File: src/rtl/top_ej1_fp13_mul_pkg.sv
// Shared format constants and field helpers for the 13-bit float {sign, exp[3:0], frac[7:0]}.
package top_ej1_fp13_mul_pkg;

    localparam int FP_W     = 13;
    localparam int EXP_W    = 4;
    localparam int FRAC_W   = 8;
    localparam int EXPC_W   = 7;
    localparam logic signed [EXPC_W-1:0] BIAS    = 7'sd7;
    localparam logic signed [EXPC_W-1:0] EXP_MAX = 7'sd15;
    localparam logic [FP_W-1:0]   ZERO     = 13'd0;
    localparam logic [FRAC_W-1:0] SAT_FRAC = 8'hFF;

    function automatic logic getSign(input logic [FP_W-1:0] v);
        return v[FP_W-1];
    endfunction

    function automatic logic [EXP_W-1:0] getExp(input logic [FP_W-1:0] v);
        return v[FP_W-2:FRAC_W];
    endfunction

    function automatic logic [FRAC_W-1:0] getFrac(input logic [FP_W-1:0] v);
        return v[FRAC_W-1:0];
    endfunction

endpackage

File: src/rtl/fp13_mul_core.sv
// Combinational fp13 multiply: unpack, multiply mantissas, normalise, round-to-nearest-even,
// then saturate on overflow or flush to +0 on underflow or zero operands.
module fp13_mul_core
    import top_ej1_fp13_mul_pkg::*;
(
    input  logic [FP_W-1:0] a_i,
    input  logic [FP_W-1:0] b_i,
    output logic [FP_W-1:0] p_o
);

    logic                     signP;
    logic [EXP_W-1:0]         expA;
    logic [EXP_W-1:0]         expB;
    logic [2*FRAC_W+1:0]      prod;
    logic                     normShift;
    logic [FRAC_W:0]          mantTrunc;
    logic                     guardBit;
    logic                     stickyBit;
    logic                     roundUp;
    logic [FRAC_W+1:0]        mantRound;
    logic                     roundCarry;
    logic [FRAC_W-1:0]        fracOut;
    logic signed [EXPC_W-1:0] expOut;

    always_comb begin
        signP     = getSign(a_i) ^ getSign(b_i);
        expA      = getExp(a_i);
        expB      = getExp(b_i);
        prod      = {1'b1, getFrac(a_i)} * {1'b1, getFrac(b_i)};
        normShift = prod[2*FRAC_W+1];

        if (normShift) begin
            mantTrunc = prod[2*FRAC_W+1:FRAC_W+1];
            guardBit  = prod[FRAC_W];
            stickyBit = |prod[FRAC_W-1:0];
        end else begin
            mantTrunc = prod[2*FRAC_W:FRAC_W];
            guardBit  = prod[FRAC_W-1];
            stickyBit = |prod[FRAC_W-2:0];
        end

        roundUp    = guardBit & (stickyBit | mantTrunc[0]);
        mantRound  = {1'b0, mantTrunc} + {{FRAC_W+1{1'b0}}, roundUp};
        roundCarry = mantRound[FRAC_W+1];
        fracOut    = roundCarry ? mantRound[FRAC_W:1] : mantRound[FRAC_W-1:0];

        // Widened signed exponent so sums beyond 15 or below 1 never wrap.
        expOut = $signed({3'b000, expA}) + $signed({3'b000, expB}) - BIAS
               + $signed({6'b000000, normShift}) + $signed({6'b000000, roundCarry});

        if (expA == '0 || expB == '0 || expOut < 7'sd1) begin
            p_o = ZERO;
        end else if (expOut > EXP_MAX) begin
            p_o = {signP, 4'hF, SAT_FRAC};
        end else begin
            p_o = {signP, expOut[EXP_W-1:0], fracOut};
        end
    end

endmodule

File: src/rtl/top_ej1_fp13_mul.sv
// Exercise 1 top: fp13 multiply core followed by a single output register with async clear.
module top_ej1_fp13_mul
    import top_ej1_fp13_mul_pkg::*;
(
    input  logic            clock,
    input  logic            i_rst_n,
    input  logic [FP_W-1:0] i_flotante_1,
    input  logic [FP_W-1:0] i_flotante_2,
    output logic [FP_W-1:0] o_mutiplicado
);

    logic [FP_W-1:0] result_d;
    logic [FP_W-1:0] result_q;

    fp13_mul_core u_core (
        .a_i (i_flotante_1),
        .b_i (i_flotante_2),
        .p_o (result_d)
    );

    always_ff @(posedge clock or negedge i_rst_n) begin
        if (!i_rst_n) begin
            result_q <= ZERO;
        end else begin
            result_q <= result_d;
        end
    end

    assign o_mutiplicado = result_q;

endmodule

File: config.mk
export PLATFORM = sky130hd
export DESIGN_NAME = top_ej1_fp13_mul
export DESIGN_NICKNAME = d
export VERILOG_FILES = /design/src/rtl/top_ej1_fp13_mul_pkg.sv /design/src/rtl/fp13_mul_core.sv /design/src/rtl/top_ej1_fp13_mul.sv
export SDC_FILE = /design/constraint.sdc
export NUM_CORES = 1
export LEC_CHECK = 0
export ABC_AREA = 1
export BUFFER_PORTS_ARGS = -buffer_cell sky130_fd_sc_hd__buf_2
export CAP_MARGIN = 30
export CORE_AREA = 2 2 133 70
export DETAILED_ROUTE_END_ITERATION = 12
export DIE_AREA = 0 0 135 72
export GPL_ROUTABILITY_DRIVEN = 0
export PLACE_DENSITY = 0.69
export SYNTH_ARGS = -nofsm -noshare
export SYNTH_HDL_FRONTEND = slang
export SYNTH_HIERARCHICAL = 1
export SYNTH_SLANG_ARGS = --single-unit
File: constraint.sdc
create_clock -name clock -period 0.8 [get_ports clock]
set_clock_uncertainty 0.2 [all_clocks]
set_input_delay 0.08 -clock clock [delete_from_list [all_inputs] [get_ports clock]]
set_output_delay 0.08 -clock clock [all_outputs]
set_load 0.01 [all_outputs]
# Yosys cells after proc, flatten, opt, wreduce, memory -nomap -nowiden
# Index checks and enable logic that the tools add are counted.
[totals]
word_cells = 24
reg_bits = 13
out_inout_bits = 13
[op_classes]
add_sub_neg = 5
n_mux = 6
n_mul = 1
order_cmp = 2
n_bitwise = 3
n_reduce_logical = 6
[op_table]
columns = ["cell", "count"]
rows = [
  ["$mul 9x9->18", 1],
  ["$add 7x2->7", 2],
  ["$mux 13", 1],
  ["$mux 12", 1],
  ["$add 9x1->10", 1],
  ["$mux 9", 1],
  ["$logic_not 4->1", 2],
  ["$mux 8", 1],
  ["$reduce_or 8->1", 1],
  ["$gt 7x5->1 const B", 1],
  ["$lt 7x2->1 const B", 1],
  ["$reduce_or 7->1", 1],
  ["$sub 7x4->7 const B", 1],
  ["$add 4x4->5", 1],
  ["$logic_or 1x1->1", 2],
  ["$mux 1", 2],
  ["$and 1x1->1", 1],
  ["$or 1x1->1", 1],
  ["$xor 1x1->1", 1],
]

# Logic depth before layout (Yosys ltp)
# Gate-level depths: netlist of the first run.
[depth]
depth_word = 10
mapped_depth = 37

# Modules after synthesis
# The synthesis of the first run kept the hierarchy.
[by_module_without_submodules]
columns = ["module", "area_per_inst_um2", "n_inst", "cells_each"]
rows = [
  ["fp13_mul_core", 3754.9, 1, 558],
  ["top_ej1_fp13_mul", 325.3, 1, 13],
]

# Worst setup path after synthesis of the first run
# OpenSTA, ideal clock, no wires.
[synth_timing]
kind = "input to register"
from = "in i_flotante_1[3]"
to = "reg result_q[0] (netlist: o_mutiplicado[0])"
path_slack_ps = -5157
arrival_time_ps = 5644
stages = 32
cell_sequence = "clkbuf_1 inv_1 fa_1 inv_1 fa_1 fa_1 inv_1 fa_1 inv_1 ha_1 nand2_2 inv_1 nand2_1 nand2_2 a21oi_4 nand2_4 nand2_4 nand2_4 o21ai_1 nor2_4 nand3_2 inv_1 fa_1 ha_1 nand2_1 nor2_1 xor2_1 o21ai_0 buf_2 nand3_1 nand2_1 inv_1"
[synth_between]
elab_chain_len = 10
word_cells_on_any_way = 17
classes_between = "add/sub (3); mul (1); order compare (2); mux (6); bitwise (2); reduce/logical (3)"
[synth_lines]
columns = ["item", "line_no", "rtl"]
rows = [
  ["start: declaration", "top_ej1_fp13_mul.sv:7", "input logic [FP_W-1:0] i_flotante_1,"],
  ["$mul 9x9->18 *", "fp13_mul_core.sv:29", "prod = {1'b1, getFrac(a_i)} * {1'b1, getFrac(b_i)};"],
  ["$reduce_or 8->1 or $reduce_or 7->1 (tied branches)", "fp13_mul_core.sv:35, fp13_mul_core.sv:39", ""],
  ["$mux 1", "fp13_mul_core.sv:32", "if (normShift) begin"],
  ["$or 1x1->1", "fp13_mul_core.sv:42", "roundUp = guardBit & (stickyBit | mantTrunc[0]);"],
  ["$and 1x1->1", "fp13_mul_core.sv:42", ""],
  ["$add 9x1->10", "fp13_mul_core.sv:43", "mantRound = {1'b0, mantTrunc} + {{FRAC_W+1{1'b0}}, roundUp};"],
  ["$add 7x2->7", "fp13_mul_core.sv:49", "+ $signed({6'b000000, normShift}) + $signed({6'b000000, roundCarry});"],
  ["$gt 7x5->1 or $lt 7x2->1 (tied branches)", "fp13_mul_core.sv:53, fp13_mul_core.sv:51", ""],
  ["$mux 12 or $logic_or 1x1->1 (tied branches)", "fp13_mul_core.sv:53, fp13_mul_core.sv:51", ""],
  ["$mux 13 *", "fp13_mul_core.sv:51", "if (expA == '0 || expB == '0 || expOut < 7'sd1) begin"],
  ["net result_d[0]", "top_ej1_fp13_mul.sv:12", "logic [FP_W-1:0] result_d;"],
  ["end signal: assignment", "top_ej1_fp13_mul.sv:25", "result_q <= result_d;"],
  ["end: declaration", "top_ej1_fp13_mul.sv:13", "logic [FP_W-1:0] result_q;"],
]
# The timed path passes the listed nets; every way through them passes the cells marked *.

# Worst setup path in the final report of the first run
[layout_timing]
from = "in i_flotante_2[4]"
to = "reg result_q[3] (netlist: o_mutiplicado[3])"
[layout_between]
elab_chain_len = 10
word_cells_on_any_way = 17
classes_between = "add/sub (3); mul (1); order compare (2); mux (6); bitwise (2); reduce/logical (3)"
[layout_lines]
columns = ["item", "line_no", "rtl"]
rows = [
  ["start: declaration", "top_ej1_fp13_mul.sv:8", "input logic [FP_W-1:0] i_flotante_2,"],
  ["$mul 9x9->18 *", "fp13_mul_core.sv:29", ""],
  ["$reduce_or 8->1 or $reduce_or 7->1 (tied branches)", "fp13_mul_core.sv:35, fp13_mul_core.sv:39", ""],
  ["$mux 1", "fp13_mul_core.sv:32", ""],
  ["$or 1x1->1", "fp13_mul_core.sv:42", ""],
  ["$and 1x1->1", "fp13_mul_core.sv:42", ""],
  ["$add 9x1->10", "fp13_mul_core.sv:43", ""],
  ["$add 7x2->7", "fp13_mul_core.sv:49", ""],
  ["$gt 7x5->1 or $lt 7x2->1 (tied branches)", "fp13_mul_core.sv:53, fp13_mul_core.sv:51", ""],
  ["$mux 12 or $logic_or 1x1->1 (tied branches)", "fp13_mul_core.sv:53, fp13_mul_core.sv:51", ""],
  ["$mux 13 *", "fp13_mul_core.sv:51", ""],
  ["net result_d[3]", "top_ej1_fp13_mul.sv:12", ""],
]
# Marks and branches as above.

==> flow_metrics.tcl, run 1 <==
set metrics [dict create \
    post-route-period-util_pct 677 \
    path_class "input pin to register" \
    peakVddDrop_mv 2.28 \
    synthMuxAreaShare_pct 0 \
    routed-via-count 3729 \
    ios 41 \
    yosysWarnings 6 \
    ys_seq_area_share_pct 7.97 \
    fillers 719 \
    port_buffers 40 \
    syn-num-nets 698 \
    die_y_um 72 \
    path_depth 35 \
    critical-path-top-delay-family "adder cells" \
    crit_slowest_cell "fa_2" \
    cts_buffer_depth 2 \
    syn_area_per_cell_um2 7.15 \
    p_sw_uw 12100 \
    cts_tree "built" \
    cpPeakStageDelay_ps 560 \
    final-hold-violation-count 1 \
    cellLeakagePower_uw 0.00340 \
    power_frac_comb_pct 91.9 \
    place_ws_ps -4920 \
    slew_violations 0 \
    grt_pass1_vias 3579 \
    setup_viol 26 \
    powerDensity_nw_per_um2 4180 \
    seqPwrFrac_pct 4.3 \
    holdBufCountCts 1 \
    top_layer_used "met4" \
    final_common_cell "inv_1" \
    antenna_found_initial 0 \
    syn2layout_area_growth_pct 43.1 \
    cp_data_arrival_time_ps 5340 \
    whs_path_depth 3 \
    swShare_pct 49.6 \
    max-slew-margin-rel_pct 67.8 \
    hold_start "i_flotante_1[12]" \
    syn-instance-count 571 \
    coreArea_um2 8530 \
    initial_core_util_pct 47.8 \
    start_kind "input pin" \
    final_cell_mix "142 x inv_1, 120 x nand2_1, 95 x buf_4" \
    utilization_pct 68.5 \
    numCtsBuffers 3 \
    largest_reg_flops 13 \
    tightest_slew_ps 480 \
    drc 0 \
    status "complete, but fails checks" \
    min_period_ps 5420 \
    wl_per_cell_um 11.5 \
    vias_per_cell 4.56 \
    crit_path_end_kind "register" \
    min_to "o_mutiplicado[12]" \
    layout_setup_ws_ps -4620 \
    dpl.hpwl_mm 7.92 \
    postRouteAntennaNets 0 \
    drt_iter0_drc 81 \
    drt_wl_total_mm 9.38 \
    stdcell_count 818 \
    power.share.clock_pct 3.8 \
    ys_seq_elements 13 \
    grt_pass1_wl_mm 15.6 \
    rsz0062_at_grt "true" \
    cp_max_fo 8 \
    max-cap-violations 0 \
    yosys.area_share.simple_pct 29.9 \
    fmax_mhz 185 \
    cts_root_buf "clkbuf_16" \
    placed_cells 800 \
    synth_xor_area_share_pct 2.97 \
    wl_met1_mm 4.40 \
    synth_top_family_by_area "adder cells" \
    cp_num_buf_inv 7 \
    hold_class "input pin to register" \
    drt_pass1_iterations 4 \
    finalNetCount 829 \
    crit_top_cell "nand2_4" \
    grt.overflow.total 0 \
    yosys.area_share.adder_pct 39.9 \
    synth_compound_area_share_pct 3.13 \
    clk_pin_slew_ps 40 \
    holdWs_ps -75.3 \
    wl_met2_mm 4.68 \
    grt.total_usage_pct 19.4 \
    wl_met3_um 197 \
    dieArea_um2 9720 \
    p_int_uw 12300 \
    drive_gt1_share_pct 38.8 \
    cts_sinks 13 \
    die_w_um 135 \
    violations "hold timing, setup timing" \
    grt_max_degree 14 \
    synth.distinct_cells 34 \
    htree_levels 1 \
    cp.required_ps 730 \
    synth_area_um2 4080 \
    n_antenna_cell 0 \
    rows 24 \
]
[layout make-up]
cell class / count / area (um^2) / share of cell area (%)
Multi-Input combinational cell: 383 / 3550 / 60.8
Inverter: 159 / 599 / 10.3
Timing Repair Buffer: 142 / 1140 / 19.5
Tap cell: 117 / 146 / 2.51
Sequential cell: 13 / 325 / 5.57
Clock buffer: 4 / 78.8 / 1.35
[power groups by stage]
stage / Sequential [uW] / Combinational, uW / Clock, uW
floorplan: 1240 / 12900 / 0
global placement: 1040 / 19100 / 0
detailed placement: 1060 / 19500 / 0
CTS: 1050 / 21100 / 949
global route: 1070 / 24800 / 959
finish: 1040 / 22400 / 926
[tightest hold or removal path, delay by kind of cell]
kind / cells / cell delay, ps
simple gates: 1 / 90
buf+inv: 1 / 80
xor+xnor: 1 / 70
[Yosys cell counts]
cell        n  share of area [%]
a21oi_1    12                1.5
a21oi_2     1               0.21
a21oi_4     1               0.40
a221oi_1    1               0.21
and2_1      2               0.31
buf_2       1               0.12
clkbuf_1   15                1.4
dfrtp_1    13                8.0
fa_1       52                 26
ha_1       47                 14
inv_1     158                 15
inv_2       1              0.092
nand2_1   147                 14
nand2_2    13                2.0
nand2_4    12                3.3
nand3_1    31                3.8
nand3_2     6                1.5
nand3b_1    2               0.37
nand4_1     5               0.77
nand4_2     1               0.31
nor2_1     20                1.8
nor2_2      3               0.46
nor2_4      2               0.55
nor2_8      1               0.49
nor3_1      3               0.37
nor4_1      1               0.15
o21ai_0     3               0.37
o21ai_1     1               0.12
o21bai_1    1               0.18
o22ai_1     1               0.15
or2_2       1               0.15
xnor2_1     5                1.1
xor2_1      7                1.5
xor2_2      1               0.40
[per-stage QoR]
stage	area (um^2)	total power [uW]	hold WS (ps)	setup TNS, ps
2_1_floorplan	4420	14100	-416	-58710
3_3_place_gp	5200	20200	-237	-61640
3_5_place_dp	5200	20600	-232	-63140
4_1_cts	5590	23100	-84.6	-60450
5_1_grt	5840	26800	-38.4	-65110
6_report	5840	24400	-75.3	-62280
[logic make-up after synthesis]
group | count (synthesis)
AND/OR/NAND/NOR | 250
buffers and inverters | 175
adder cells (fa/ha/maj) | 99
AO/OA/AOI/OAI | 21
XOR/XNOR | 13
flip-flops | 13
[what timing repair did]
item                                   in CTS  in global routing
setup endpoints to repair                  26                 26
setup buffers                               6                  7
cloned                                      1                  0
pin swaps                                  12                 24
endpoints found under the hold margin      14                  1
resized for setup                          64                 52
[worst max-delay path by stage]
stage               startpoint                to  slack (ps)
2_1_floorplan  i_flotante_1[1]  o_mutiplicado[1]       -4560
4_1_cts        i_flotante_2[7]  o_mutiplicado[0]       -4480
6_report       i_flotante_2[4]  o_mutiplicado[3]       -4620
5_1_grt        i_flotante_2[4]  o_mutiplicado[5]       -4820
3_5_place_dp   i_flotante_2[7]  o_mutiplicado[2]       -4920
3_3_place_gp   i_flotante_2[7]  o_mutiplicado[2]       -4790
[routing by layer]
metal	vias to the layer above	track usage (%)
li1	1932	-
met1	1736	26.3
met2	50	35.6
met3	11	0.419
met4	0	4.28
met5	-	0
Power figures use the tool's default switching activity.
==> run 2: changes to the inputs <==
--- a/config.mk
+++ b/config.mk
@@ -5,14 +5,13 @@
 export SDC_FILE = /design/constraint.sdc
 export NUM_CORES = 1
 export LEC_CHECK = 0
-export ABC_AREA = 1
 export BUFFER_PORTS_ARGS = -buffer_cell sky130_fd_sc_hd__buf_2
 export CAP_MARGIN = 30
-export CORE_AREA = 2 2 133 70
+export CORE_AREA = 2 2 128 68
 export DETAILED_ROUTE_END_ITERATION = 12
-export DIE_AREA = 0 0 135 72
+export DIE_AREA = 0 0 130 70
 export GPL_ROUTABILITY_DRIVEN = 0
-export PLACE_DENSITY = 0.69
+export PLACE_DENSITY = 0.7
 export SYNTH_ARGS = -nofsm -noshare
 export SYNTH_HDL_FRONTEND = slang
 export SYNTH_HIERARCHICAL = 1
==> run 2 against run 1 <==
Against the previous run: the run still ends with hold timing, setup timing left; utilization fell by 1.3 points; sequential cell count did not move; setup slack got worse by 480 ps; largest cell class unchanged; highest routed layer unchanged.
==> flow_metrics.tcl, run 2 <==
set metrics [dict create \
    cellLeakagePower_uw 0.00283 \
    powerDensity_nw_per_um2 4710 \
    max-slew-margin-rel_pct 55.1 \
    synth_xor_area_share_pct 5.50 \
    cp_num_buf_inv 17 \
    multi_input_area_um2 3420 \
    synthMuxAreaShare_pct 1.05 \
    setup_viol 26 \
    peakVddDrop_mv 2.88 \
    post-route-period-util_pct 737 \
    fin_area_um2 5500 \
    cts_buffer_depth 2 \
    stdcell_count 725 \
    routed-via-count 3679 \
    crit_path_end_kind "register" \
    slew_violations 0 \
    htree_levels 1 \
    synth_top_area_share_pct 27.4 \
    numCtsBuffers 3 \
    cpPeakStageDelay_ps 530 \
    layout.area.seq_um2 325 \
    rows 24 \
    synth_edf_count 0 \
    syn2layout_area_growth_pct 44.9 \
    n_antenna_cell 0 \
    cp_data_arrival_time_ps 5820 \
    finalNetCount 736 \
    yosys.area_share.adder_pct 42.9 \
    drt_wl_total_mm 10.5 \
    hold_class "input pin to register" \
    initial_core_util_pct 46.3 \
    coreArea_um2 8200 \
    die_y_um 70 \
    rsz0062_at_grt "true" \
    synth_most_common_cell "inv_1" \
    cp_max_fo 7 \
    dieArea_um2 9100 \
    drc 0 \
    synth_compound_area_share_pct 10.9 \
    wl_met3_um 642 \
    drt_iter0_drc 238 \
    status "complete, but fails checks" \
    vias_per_cell 5.07 \
    antenna_found_initial 0 \
    cp.required_ps 720 \
    dpl.hpwl_mm 8.39 \
    drive_gt1_share_pct 39.5 \
    path_class "input pin to register" \
    critical-path-top-delay-family "adder cells" \
    cts_root_buf "clkbuf_16" \
    cts_tree "built" \
    fillers 651 \
    synth_area_um2 3800 \
    grt_pass1_vias 3739 \
    syn-num-nets 581 \
    dpl_cell_area_um2 4940 \
    synth_ff_type "dfrtp_1" \
    synth_top_cells_by_count "96 x inv_1, 54 x nand2_1, 52 x fa_1, 47 x ha_1, 28 x and2_1" \
    holdBufCountCts 1 \
    drt_pass1_iterations 5 \
    synth_top_family_by_area "adder cells" \
    synth_area_leaders "fa_1 27%, ha_1 15%, inv_1 9.5%, dfrtp_1 8.6%, nand2_1 5.3%" \
    grt.overflow.total 0 \
    postRouteAntennaNets 0 \
    violations "hold timing, setup timing" \
    start_kind "input pin" \
    ys_seq_elements 13 \
    syn_area_per_cell_um2 8.37 \
    grt.total_usage_pct 23.4 \
    port_buffers 40 \
    final_common_cell "buf_4" \
    crit_top_cell "buf_4" \
    tightest_slew_ps 668 \
    totalPowerFinal_uw 25900 \
    final_cell_mix "127 x buf_4, 90 x inv_1, 50 x nand2_1" \
    async_reset_ff_share_pct 100 \
    wl_per_cell_um 14.5 \
    wl_met1_mm 4.83 \
    yosysWarnings 6 \
    largest_reg_flops 13 \
    clk_pin_slew_ps 40 \
    syn-instance-count 454 \
    final-hold-violation-count 1 \
    fmax_mhz 170 \
    holdWs_ps -105 \
    grt_pass1_wl_mm 17.1 \
    placed_cells 692 \
    min_period_ps 5900 \
    wl_met2_mm 4.96 \
    synth.distinct_cells 58 \
    ios 41 \
    crit_slowest_cell "fa_1" \
    max-cap-violations 0 \
    setup_tns_ps -68350 \
    top_layer_used "met4" \
    cts_sinks 13 \
    yosysTopAreaCell "fa_1" \
    die_w_um 130 \
    yosys.area_share.simple_pct 20.1 \
    layout_setup_ws_ps -5100 \
    grt_max_degree 14 \
    ys_seq_area_share_pct 8.56 \
]
run 2: cell types whose count changed after synthesis, sizes merged, moves of 7 or more:
cell and delta:
nand2 -117, inv -62, and2 +26, nand3 -25, a21oi +12, clkbuf -8, xor2 +7
run 2: metal layers:
layer	global-route usage (%)	vias up
met4	2.63	0
met5	0	-
met1	33.9	1803
met3	3.45	6
met2	38.4	110
li1	-	1760
run 2: worst paths after layout:
path,startpoint,to,slack [ps],cells after the start
hold / removal,i_flotante_1[12],o_mutiplicado[12],-110,3
setup / recovery,i_flotante_1[5],o_mutiplicado[6],-5100,34
min in group asynchronous,i_rst_n,o_mutiplicado[2],60,2
max in group asynchronous,i_rst_n,o_mutiplicado[11],120,2
run 2: repair_timing:
item	in CTS	in global routing
pin swaps	25	15
buffers inserted	21	8
hold endpoints to repair	14	1
endpoints found under the setup margin	26	26
resized for setup	33	30
run 2: cell families (layout without fill, tap and decap cells):
family	Yosys count	count (layout)
compound gates	63	63
buf+inv	107	261
xor+xnor	23	23
flops	13	13
mux	4	4
simple gates	145	145
fa+ha+maj	99	99
run 2: metrics by stage:
stage	util [%]	worst slack [ps]
2_1_floorplan	-	-5170
3_3_place_gp	60.3	-5280
3_5_place_dp	60.3	-5520
4_1_cts	64.8	-5040
5_1_grt	67.1	-5410
6_report	67.1	-5100
run 2: report_power, final:
| part | switching (uW) | total, uW | leakage [uW] | internal [uW] |
|---|---|---|---|---|
| Combinational | 12100 | 23900 | 0.00263 | 11800 |
| Clock | 254 | 924 | 0.0000382 | 670 |
| Sequential | 88.2 | 1090 | 0.000159 | 1000 |
| Total | 12400 | 25900 | 0.00283 | 13500 |
run 2: cell type report:
type	instances	share of cell area (%)
Clock buffer	4	1.43
Inverter	97	6.62
Multi-Input combinational cell	334	62.1
Sequential cell	13	5.91
Tap cell	117	2.66
Timing Repair Buffer	160	21.3
